**src/rtl/fpu_result_uart_tx.sv**
```systemverilog
// 8N1 UART transmitter for 16-bit FPU results: FIFO-buffered, low byte first, runtime bit period.
// Optional FPU_UART_TX_HEADER_EN prefixes each result with a 0xA5 header byte (3 bytes per result).
module fpu_result_uart_tx #(
  parameter int FIFO_DEPTH = 4
) (
  input  logic                        clk,
  input  logic                        rst,
  input  logic [15:0]                 clks_per_bit,
  input  logic                        wr_en,
  input  logic [15:0]                 result_data,
  output logic                        full,
  output logic                        empty,
  output logic [$clog2(FIFO_DEPTH):0] level,
  output logic                        overflow,
  output logic                        o_tx_serial,
  output logic                        o_tx_active,
  output logic                        o_tx_done
);

  localparam int AW = $clog2(FIFO_DEPTH);
  localparam int LW = AW + 1;

`ifdef FPU_UART_TX_HEADER_EN
  localparam logic [1:0] LAST_BYTE = 2'd2;
  localparam logic [7:0] HEADER    = 8'hA5;
`else
  localparam logic [1:0] LAST_BYTE = 2'd1;
`endif

  typedef enum logic [1:0] {
    IDLE  = 2'd0,
    START = 2'd1,
    DATA  = 2'd2,
    STOP  = 2'd3
  } state_t;

  state_t      r_state;
  logic [15:0] r_mem [FIFO_DEPTH];
  logic [AW-1:0] r_wr_ptr;
  logic [AW-1:0] r_rd_ptr;
  logic [AW:0]   r_level;
  logic          r_overflow;
  logic [15:0]   r_hold;
  logic [15:0]   r_period;
  logic [15:0]   r_cnt;
  logic [2:0]    r_bit;
  logic [1:0]    r_byte;
  logic          r_serial;
  logic          r_active;
  logic          r_done;

  logic       w_full;
  logic       w_empty;
  logic       w_push;
  logic       w_pop;
  logic       w_bit_end;
  logic [7:0] w_cur_byte;

  assign w_full    = (r_level == LW'(FIFO_DEPTH));
  assign w_empty   = (r_level == '0);
  // full is taken before any same-cycle pop, so a push into a full FIFO always drops
  assign w_push    = wr_en & ~w_full;
  assign w_pop     = (r_state == IDLE) & ~w_empty;
  assign w_bit_end = (r_cnt == (r_period - 16'd1));

  assign full        = w_full;
  assign empty       = w_empty;
  assign level       = r_level;
  assign overflow    = r_overflow;
  assign o_tx_serial = r_serial;
  assign o_tx_active = r_active;
  assign o_tx_done   = r_done;

  always_ff @(posedge clk) begin
    if (w_push) begin
      r_mem[r_wr_ptr] <= result_data;
    end
  end

  always_ff @(posedge clk) begin
    if (rst) begin
      r_wr_ptr   <= '0;
      r_rd_ptr   <= '0;
      r_level    <= '0;
      r_overflow <= 1'b0;
    end else begin
      if (w_push) begin
        r_wr_ptr <= r_wr_ptr + AW'(1);
      end
      if (w_pop) begin
        r_rd_ptr <= r_rd_ptr + AW'(1);
      end
      if (wr_en && w_full) begin
        r_overflow <= 1'b1;
      end
      case ({w_push, w_pop})
        2'b10:   r_level <= r_level + LW'(1);
        2'b01:   r_level <= r_level - LW'(1);
        default: r_level <= r_level;
      endcase
    end
  end

  always_comb begin
    w_cur_byte = r_hold[7:0];
`ifdef FPU_UART_TX_HEADER_EN
    case (r_byte)
      2'd0:    w_cur_byte = HEADER;
      2'd1:    w_cur_byte = r_hold[7:0];
      default: w_cur_byte = r_hold[15:8];
    endcase
`else
    if (r_byte != 2'd0) begin
      w_cur_byte = r_hold[15:8];
    end
`endif
  end

  always_ff @(posedge clk) begin
    if (rst) begin
      r_state  <= IDLE;
      r_hold   <= '0;
      r_period <= 16'd1;
      r_cnt    <= '0;
      r_bit    <= '0;
      r_byte   <= '0;
      r_serial <= 1'b1;
      r_active <= 1'b0;
      r_done   <= 1'b0;
    end else begin
      r_done <= 1'b0;
      case (r_state)
        IDLE: begin
          if (w_pop) begin
            r_hold   <= r_mem[r_rd_ptr];
            r_period <= (clks_per_bit == 16'd0) ? 16'd1 : clks_per_bit;
            r_byte   <= '0;
            r_cnt    <= '0;
            r_serial <= 1'b0;
            r_active <= 1'b1;
            r_state  <= START;
          end
        end
        START: begin
          if (w_bit_end) begin
            r_cnt    <= '0;
            r_bit    <= '0;
            r_serial <= w_cur_byte[0];
            r_state  <= DATA;
          end else begin
            r_cnt <= r_cnt + 16'd1;
          end
        end
        DATA: begin
          if (w_bit_end) begin
            r_cnt <= '0;
            if (r_bit == 3'd7) begin
              r_serial <= 1'b1;
              r_state  <= STOP;
            end else begin
              r_bit    <= r_bit + 3'd1;
              r_serial <= w_cur_byte[r_bit + 3'd1];
            end
          end else begin
            r_cnt <= r_cnt + 16'd1;
          end
        end
        STOP: begin
          if (w_bit_end) begin
            r_cnt <= '0;
            if (r_byte == LAST_BYTE) begin
              r_active <= 1'b0;
              r_done   <= 1'b1;
              r_state  <= IDLE;
            end else begin
              // next byte starts straight after this stop bit, no idle gap
              r_byte   <= r_byte + 2'd1;
              r_serial <= 1'b0;
              r_state  <= START;
            end
          end else begin
            r_cnt <= r_cnt + 16'd1;
          end
        end
        default: r_state <= IDLE;
      endcase
    end
  end

endmodule

```
**config.mk**
```make
export PLATFORM = sky130hd
export DESIGN_NAME = fpu_result_uart_tx
export DESIGN_NICKNAME = d
export VERILOG_FILES = /design/src/rtl/fpu_result_uart_tx.sv
export SDC_FILE = /design/constraint.sdc
export NUM_CORES = 1
export LEC_CHECK = 0
export BUFFER_PORTS_ARGS = -buffer_cell sky130_fd_sc_hd__buf_4
export CAP_MARGIN = 30
export CORE_MARGIN = 2
export CORE_UTILIZATION = 40
export CTS_BUF_LIST = sky130_fd_sc_hd__clkbuf_2 sky130_fd_sc_hd__clkbuf_4 sky130_fd_sc_hd__clkbuf_8
export DETAILED_ROUTE_END_ITERATION = 12
export GPL_TIMING_DRIVEN = 0
export SLEW_MARGIN = 20
export SYNTH_ARGS = -nofsm -noshare
export SYNTH_HDL_FRONTEND = slang
export SYNTH_SLANG_ARGS = --single-unit
```
**constraint.sdc**
```tcl
create_clock -name clk -period 8.83 [get_ports clk]
set_input_delay 0.4415 -clock clk [delete_from_list [all_inputs] [get_ports clk]]
set_output_delay 0.4415 -clock clk [all_outputs]
set_load 0.005 [all_outputs]
```
==> results.sh, run 1 <==
export IMPL_maxSlewViolCount=0
export IMPL_cp_common_cell="nor4_4"
export IMPL_syn_nets=598
export IMPL_cts_setup_buffers=0
export IMPL_critPathBufInv=4
export IMPL_ys_ff_latch=130
export IMPL_synth_area_top_cells="edfxtp_1 (32%), dfxtp_1 (22%), mux4_2 (7.4%)"
export IMPL_antenna_found_initial=0
export IMPL_arrival_ps=4070
export IMPL_p_leak_nw=2.54
export IMPL_routed_wl_um=13200
export IMPL_synth_distinct_cells=63
export IMPL_cts_hold_buf=0
export IMPL_cts_inserted_buffers=17
export IMPL_clockBufferDepth=2
export IMPL_path_delay_family="simple AND/OR/NAND/NOR gates"
export IMPL_clock_latency_ps=440
export IMPL_crit_chain="buf_2, inv_1, ha_1, or3b_2, nor4_4, xnor2_1, or4b_1, nor4_4, a211oi_1, clkbuf_2, buf_4, a41oi_1, a31oi_1"
export IMPL_worstRegToRegCells=13
export IMPL_reg2reg_slack_ps=5070
export IMPL_regToRegStartpoint="r_period[0]"
export IMPL_dieArea_um2=16200
export IMPL_fmax_mhz=266
export IMPL_synth_edf_count=64
export IMPL_fin_cells=810
export IMPL_grt_max_degree=17
export IMPL_cts_root_buffer="clkbuf_8"
export IMPL_grt_pass1_wl_um=21500
export IMPL_setup_viol=0
export IMPL_hold_ws_ps=199
export IMPL_yosysWarnings=0
export IMPL_die_h_um=127
export IMPL_met2_usage_pct=28.9
export IMPL_maxCapViolCount=0
export IMPL_n_fill_cell=1354
export IMPL_overflow=0
export IMPL_grt_pass1_vias=4361
export IMPL_io_buffers=43
export IMPL_ys_seq_area_share_pct=53.3
export IMPL_relSlewSlack_pct=41.7
export IMPL_cts_tree="built"
export IMPL_finalPower_w=0.00222
export IMPL_core_um2=15000
export IMPL_netlist_top_cells_count="nand2_1 (80), dfxtp_1 (66), edfxtp_1 (64), a21oi_1 (53), nor2_1 (26)"
export IMPL_path_class="flop to flop"
export IMPL_final_period_utilization_pct=42.6
export IMPL_crit_path_end_kind="flop"
export IMPL_tns_ps=0
export IMPL_use_met3_pct=4.77
export IMPL_antenna_cells=0
export IMPL_mappedNetlistArea_um2=6090
export IMPL_cp_max_fo=10
export IMPL_period_minus_slack_ps=3760
export IMPL_worst_pin_slew_ps=875
export IMPL_async_flop_share_pct=0
export IMPL_cts_sinks=130
export IMPL_clk_pin_slew_ps=90
export IMPL_dp_final_hpwl_um=9470
export IMPL_r2r_end="r_cnt[7]"
export IMPL_drive_gt1_share_pct=18.8
export IMPL_htreeDepth=4
export IMPL_final_nets=661
export IMPL_pwr_density_cell_nw_per_um2=314
export IMPL_dieWidth_um=127
export IMPL_area_growth_pct=16.3
export IMPL_globalRouteTotalUtil_pct=17.1
export IMPL_dr_pass1_iters=7
export IMPL_ant_nets=0
export IMPL_start_util_pct=40.5
export IMPL_ir_worst_vdd_mv=0.155
export IMPL_met1_usage_pct=20.8
export IMPL_crit_path_top_delay_cell="or4b_1"
export IMPL_fp_row_count=45
export IMPL_vias=4284
export IMPL_top_usage_layer="met2"
export IMPL_post_drt_via_cell_ratio=5.29
export IMPL_wl_per_cell_um=16.3
export IMPL_synth_ff_type="dfxtp_1"
export IMPL_gp_congestion=0.905
export IMPL_yosysMostFrequentCell="nand2_1"
export IMPL_holdCritStartpoint="result_data[8]"
export IMPL_hold_end="r_mem[0][8]"
export IMPL_ios=44
export IMPL_cp_start_kind="flop"
export IMPL_min_path_type="input port to flop"
export IMPL_holdPathStages=1
export IMPL_skew_ps=11.3
export IMPL_crit_required_ps=9140
export IMPL_hold_viol=0
export IMPL_synth_top_cell_by_area="edfxtp_1"
export IMPL_cts_resized_gates=0
export IMPL_synthCells=546
export IMPL_rsz0062_at_grt="no"
export IMPL_dp_cells=777
export IMPL_critPathMaxStageDelay_ps=570
export IMPL_drc_errors=0
export IMPL_status="finished clean"
export IMPL_drtIter0Drc=203
export IMPL_synth_top_cell_area_share_pct=31.6
export IMPL_syn_avg_cell_area_um2=11.1
[stage by stage]
stage / setup WS, ps / util, % / cell area [µm²]
after CTS: 5030 / 47.0 / 7070
after floorplan: 5540 / - / 6090
after detailed placement: 5050 / 44.2 / 6640
final: 5070 / 47.1 / 7080
after global placement: 5120 / 44.2 / 6640
after global routing: 4840 / 47.1 / 7080
[final cells by class]
cell class,instances,area [µm²],area share (%)
Clock inverter,15,195,2.76
Timing Repair Buffer,44,328,4.63
Inverter,19,71.3,1.01
Sequential cell,130,3240,45.8
Multi-Input combinational cell,366,2600,36.8
Buffer,31,168,2.37
Clock buffer,17,234,3.31
Tap cell,188,235,3.32
[logic make-up after synthesis]
kind of cell / synth area share (%)
compound gates: 11.0
xor+xnor: 3.45
fa+ha+maj: 3.62
buf+inv: 3.93
flops: 53.3
mux: 8.88
simple gates: 15.9
[report_power, final]
part	switching [W]	leakage [nW]	internal (W)
Clock	0.000261	0.218	0.000289
Sequential	0.0000735	1.13	0.000744
Combinational	0.000507	1.19	0.000347
[routing by layer]
metal  vias to the layer above  wire (µm)
met5                         -          0
met1                      2055       5790
li1                       2133          -
met4                         0        239
met3                        20        493
met2                        76       6640
[how the worst max path moves through the flow]
stage	from	to	slack, ps	cells after the start
2_1_floorplan	r_period[0]	r_cnt[7]	5540	12
3_3_place_gp	r_period[0]	r_cnt[7]	5120	12
3_5_place_dp	r_period[0]	r_cnt[7]	5050	11
4_1_cts	r_period[0]	r_cnt[7]	5030	11
5_1_grt	r_period[0]	r_cnt[7]	4840	13
6_report	r_period[0]	r_cnt[7]	5070	13
[registers in the layout (all words and copies together), names as in the netlist]
name	flops
level	3
o_tx_active	1
o_tx_done	1
o_tx_serial	1
overflow	1
r_bit	3
r_byte	2
r_cnt	16
r_hold	16
r_mem	64
r_period	16
r_rd_ptr	2
r_state	2
r_wr_ptr	2
[layout by cell type, fill, tap and decap left out, types with 5 or more instances in the layout]
cell,instances
nand2_1,80
dfxtp_1,66
edfxtp_1,64
a21oi_1,53
buf_4,46
nor2_1,26
clkbuf_1,20
mux4_2,20
clkbuf_8,19
inv_1,18
nand2b_1,16
ha_1,16
xnor2_1,13
nor4_1,12
xor2_1,11
o21ai_0,11
mux2i_1,9
a31oi_1,9
and3_1,8
nand3_1,8
nor3_1,6
and2_1,5
nand4_1,5
a41oi_1,5
Power figures use the tool's default switching activity.
==> run 2, diff against run 1 <==
- clock period: 8.83 -> 3.1 ns (I/O delays scaled with it)
==> results.sh, run 2 (same netlist as run 1, synthesis figures left out) <==
export IMPL_pwr_density_cell_nw_per_um2=870
export IMPL_grt_pass1_vias=4544
export IMPL_antenna_cells=0
export IMPL_fmax_mhz=325
export IMPL_cp_common_cell="buf_6"
export IMPL_hold_ws_ps=62.6
export IMPL_final_nets=703
export IMPL_io_buffers=43
export IMPL_maxSlewViolCount=0
export IMPL_critPathBufInv=4
export IMPL_maxCapViolCount=0
export IMPL_dr_pass1_iters=4
export IMPL_relSlewSlack_pct=43.8
export IMPL_clock_latency_ps=440
export IMPL_period_minus_slack_ps=3070
export IMPL_drc_errors=0
export IMPL_htreeDepth=4
export IMPL_drive_gt1_share_pct=23.0
export IMPL_post_drt_via_cell_ratio=5.32
export IMPL_arrival_ps=3430
export IMPL_area_growth_pct=24.4
export IMPL_cp_max_fo=6
export IMPL_largest_register="r_mem"
export IMPL_ant_nets=0
export IMPL_path_delay_family="simple AND/OR/NAND/NOR gates"
export IMPL_wl_per_cell_um=16.1
export IMPL_cts_tree="built"
export IMPL_p_leak_nw=2.73
export IMPL_cts_inserted_buffers=17
export IMPL_min_path_type="input port to flop"
export IMPL_cp_start_kind="flop"
export IMPL_start_util_pct=40.5
export IMPL_grt_pass1_wl_um=22500
export IMPL_holdCritStartpoint="rst"
export IMPL_clockBufferDepth=2
export IMPL_dp_final_hpwl_um=9280
export IMPL_fp_row_count=45
export IMPL_grt_max_degree=18
export IMPL_hold_viol=0
export IMPL_clk_pin_slew_ps=70
export IMPL_crit_chain="or4_4, buf_6, buf_6, buf_6, nor4_4, xnor2_1, or4b_4, nor4_4, buf_6, o211ai_1, a211o_1, a221oi_2"
export IMPL_routed_wl_um=13700
export IMPL_final_cell_mix="nand2_1 (80), edfxtp_1 (64), dfxtp_1 (60)"
export IMPL_cp_startpoint="r_period[7]"
export IMPL_cts_root_buffer="clkbuf_8"
export IMPL_ios=44
export IMPL_largest_reg_flops=64
export IMPL_antenna_found_initial=0
export IMPL_skew_ps=9.24
export IMPL_dieArea_um2=16200
export IMPL_rsz0062_at_grt="yes"
export IMPL_fin_util_pct=50.4
export IMPL_dieWidth_um=127
export IMPL_crit_path_end_kind="flop"
export IMPL_setup_viol=0
export IMPL_final_period_utilization_pct=99.2
export IMPL_crit_path_top_delay_cell="or4_4"
export IMPL_crit_required_ps=3460
export IMPL_status="finished clean"
export IMPL_final_common_cell="nand2_1"
export IMPL_drtIter0Drc=251
export IMPL_worst_pin_slew_ps=843
export IMPL_critPathMaxStageDelay_ps=540
export IMPL_cts_sinks=130
export IMPL_gp_congestion=0.898
export IMPL_regToRegStartpoint="r_period[7]"
export IMPL_core_um2=15000
export IMPL_path_class="flop to flop"
export IMPL_ir_worst_vdd_mv=0.562
export IMPL_die_h_um=127
export IMPL_globalRouteTotalUtil_pct=17.8
export IMPL_overflow=0
export IMPL_vias=4529
run 2: cell types whose count changed in the layout (fill, tap and decap cells not counted), moves of 3 or more:
cell | previous run | this run
or4_4 | 0 | 3
buf_6 | 2 | 6
dfxtp_1 | 66 | 60
clkinv_2 | 0 | 3
dlygate4sd3_1 | 0 | 32
buf_4 | 46 | 55
inv_8 | 4 | 1
or4_1 | 4 | 1
dfxtp_2 | 0 | 4
run 2: path summary, 6_finish.rpt:
path | endpoint | slack (ps) | cells past startpoint
worst min register to register | r_hold[13] | 460 | 2
worst min-delay path | r_state[1] | 60 | 3
worst max-delay path | r_state[0] | 30 | 12
worst max register to register | r_state[0] | 30 | 12
run 2: worst reg2reg max path, cell delays in order (launching register included):
cell and delay [ps]:
dfxtp_2 340, or4_4 540, buf_6 140, buf_6 110
buf_6 110, nor4_4 140, xnor2_1 120, or4b_4 500
nor4_4 150, buf_6 160, o211ai_1 140, a211o_1 310
a221oi_2 250
run 2: area by class of cell:
cell class,count,area [µm²]
inverters,19,72.6
clock inverters,14,128
fillers,1317,7460
clock buffers,18,241
repair buffers,90,764
flip-flops and latches,130,3260
well taps,188,235
multi-input cells,366,2720
plain buffers,27,151
run 2: report_power, final:
part	internal, W	switching [W]	leakage, nW	total, W
clock network	0.000653	0.000711	0.189	0.00136
logic	0.00129	0.00158	1.41	0.00286
registers	0.00213	0.000231	1.13	0.00236
run 2: timing repair:
item                       CTS  global route
hold endpoints to repair    80             0
setup buffers                5             9
gates resized for setup     15            22
gates cloned                 1             0
setup endpoints to repair   27            24
pin swaps                    7             9
hold buffers                32             0
run 2: routing by layer:
layer,vias up,routed length [µm],GRT usage [%]
met1,2186,6160,22.0
met3,30,448,4.40
li1,2213,-,-
met2,100,6710,29.7
met4,0,372,7.76
met5,-,0,0
run 2: stage by stage:
stage,std cells,setup slack (ps),cell area [µm²],TNS (ps),power [W]
2_1_floorplan,546,6.29,6100,0,0.00417
3_3_place_gp,777,-308,6660,-4100,0.00477
3_5_place_dp,777,-319,6660,-4730,0.00484
4_1_cts,845,-27.1,7440,-75.6,0.00640
5_1_grt,852,-113,7570,-338,0.00705
6_report,852,26.1,7570,0,0.00659
==> run 3, diff against run 2 <==
- CORE_MARGIN: 2 -> 1.5
- RECOVER_POWER: default -> 25
- clock period: 3.1 -> 3.4 ns (I/O delays scaled with it)
==> results.sh, run 3 (same netlist as run 1, synthesis figures left out) <==
export IMPL_fp_row_count=44
export IMPL_maxCapViolCount=0
export IMPL_area_growth_pct=21.8
export IMPL_crit_required_ps=3760
export IMPL_final_nets=696
export IMPL_ios=44
export IMPL_final_period_utilization_pct=95.3
export IMPL_drtIter0Drc=216
export IMPL_htreeDepth=4
export IMPL_relSlewSlack_pct=42.3
export IMPL_reg2reg_slack_ps=160
export IMPL_cts_inserted_buffers=17
export IMPL_hold_viol=0
export IMPL_io_buffers=43
export IMPL_globalRouteTotalUtil_pct=18.1
export IMPL_min_path_type="input port to flop"
export IMPL_dp_final_hpwl_um=9350
export IMPL_clock_latency_ps=460
export IMPL_die_h_um=126
export IMPL_grt_pass1_vias=4498
export IMPL_antenna_cells=0
export IMPL_overflow=0
export IMPL_ir_worst_vdd_mv=0.407
export IMPL_dr_pass1_iters=5
export IMPL_gp_congestion=0.912
export IMPL_p_leak_nw=2.65
export IMPL_maxSlewViolCount=0
export IMPL_wl_per_cell_um=16.3
export IMPL_start_util_pct=41.4
export IMPL_cts_sinks=130
export IMPL_vias=4420
export IMPL_grt_max_degree=17
export IMPL_cp_startpoint="r_period[0]"
export IMPL_ant_nets=0
export IMPL_crit_path_end_kind="flop"
export IMPL_grt_pass1_wl_um=22400
export IMPL_finalPower_w=0.00583
export IMPL_worst_pin_slew_ps=865
export IMPL_post_drt_via_cell_ratio=5.26
export IMPL_cts_root_buffer="clkbuf_8"
export IMPL_clockBufferDepth=2
export IMPL_period_minus_slack_ps=3240
export IMPL_drc_errors=0
export IMPL_routed_wl_um=13700
export IMPL_cts_tree="built"
export IMPL_largest_reg_flops=64
export IMPL_setup_viol=0
export IMPL_status="finished clean"
export IMPL_r2r_end="r_state[0]"
export IMPL_final_common_cell="nand2_1"
export IMPL_worstRegToRegCells=12
export IMPL_regToRegStartpoint="r_period[0]"
export IMPL_drive_gt1_share_pct=18.0
export IMPL_skew_ps=17.8
export IMPL_crit_end="r_state[0]"
export IMPL_cp_start_kind="flop"
export IMPL_fmax_mhz=309
export IMPL_path_class="flop to flop"
export IMPL_final_cell_mix="nand2_1 (80), dfxtp_1 (66), edfxtp_1 (64)"
export IMPL_n_fill_cell=1327
export IMPL_dieWidth_um=126
export IMPL_core_um2=14700
export IMPL_antenna_found_initial=0
export IMPL_hold_ws_ps=63.5
export IMPL_largest_register="r_mem"
export IMPL_pwr_density_cell_nw_per_um2=787
export IMPL_arrival_ps=3600
export IMPL_clk_pin_slew_ps=70
export IMPL_cp_max_fo=8
export IMPL_dieArea_um2=16000
==> run 3: cell count changes in the layout (fill, tap and decap cells not counted), sizes merged <==
cell | previous run | this run
clkinv | 7 | 8
inv | 24 | 22
bufinv | 1 | 2
clkbuf | 39 | 52
buf | 64 | 44
==> run 3: through the flow <==
| step | util, % | TNS, ps | instances | setup slack, ps | instance area [µm²] |
|---|---|---|---|---|---|
| finish | 50.4 | 0 | 841 | 160 | 7410 |
| global route | 50.4 | -16.3 | 841 | -16.3 | 7410 |
| detailed placement | 45.2 | -3370 | 773 | -347 | 6640 |
| floorplan | - | 0 | 546 | 106 | 6090 |
| global placement | 45.2 | -2890 | 773 | -310 | 6640 |
| CTS | 50.2 | 0 | 839 | 5.63 | 7390 |
==> run 3: how the worst min path moves through the flow <==
stage | from | depth (start not counted) | slack (ps) | end
after floorplan | result_data[0] | 0 | 270 | r_mem[0][0]
after global placement | result_data[4] | 1 | 370 | r_mem[1][4]
after detailed placement | result_data[7] | 1 | 370 | r_mem[2][7]
after CTS | rst | 3 | 30 | r_state[1]
after global routing | rst | 3 | 40 | r_state[1]
final | rst | 3 | 60 | r_state[1]
==> run 3: what timing repair did <==
action                                  in CTS  in global routing
hold endpoints to repair                    80                  0
pin swaps                                    1                  2
endpoints found under the setup margin      22                 20
hold buffers                                32                  0
buffers inserted                             2                  4
gates resized for setup                      4                  9
==> run 3: power by group <==
group,total (W),internal (W),switching (W)
sequential,0.00212,0.00193,0.000192
clock,0.00131,0.000668,0.000645
combinational,0.00239,0.00102,0.00138
total,0.00583,0.00362,0.00222
==> run 3: critical path, cell delays in order (launching register included) <==
cell and delay, ps:
dfxtp_1 300, buf_2 160, inv_1 110, ha_4 170, or3b_4 420, nor4_4 230
xnor2_1 110, or4b_1 570, nor4_4 160, buf_6 160, o211ai_1 140, a211o_1 370
a221oi_2 260
==> run 3: final cells by class <==
| cell class | instances | area [µm²] | share of cell area (%) |
|---|---|---|---|
| sequential | 130 | 3240 | 43.8 |
| clock inverter | 14 | 153 | 2.06 |
| timing repair buffer | 81 | 643 | 8.68 |
| tap | 184 | 230 | 3.11 |
| multi-input combinational | 366 | 2670 | 36.0 |
| clock buffer | 18 | 241 | 3.26 |
| inverter | 19 | 75.1 | 1.01 |
| buffer | 29 | 160 | 2.16 |
==> run 3: routing by layer <==
| metal | vias up | routed length, µm | global-route usage, % |
|---|---|---|---|
| li1 | 2205 | - | - |
| met1 | 2117 | 6180 | 21.9 |
| met2 | 80 | 6900 | 31.5 |
| met3 | 18 | 401 | 4.30 |
| met4 | 0 | 211 | 6.96 |
| met5 | - | 0 | 0 |
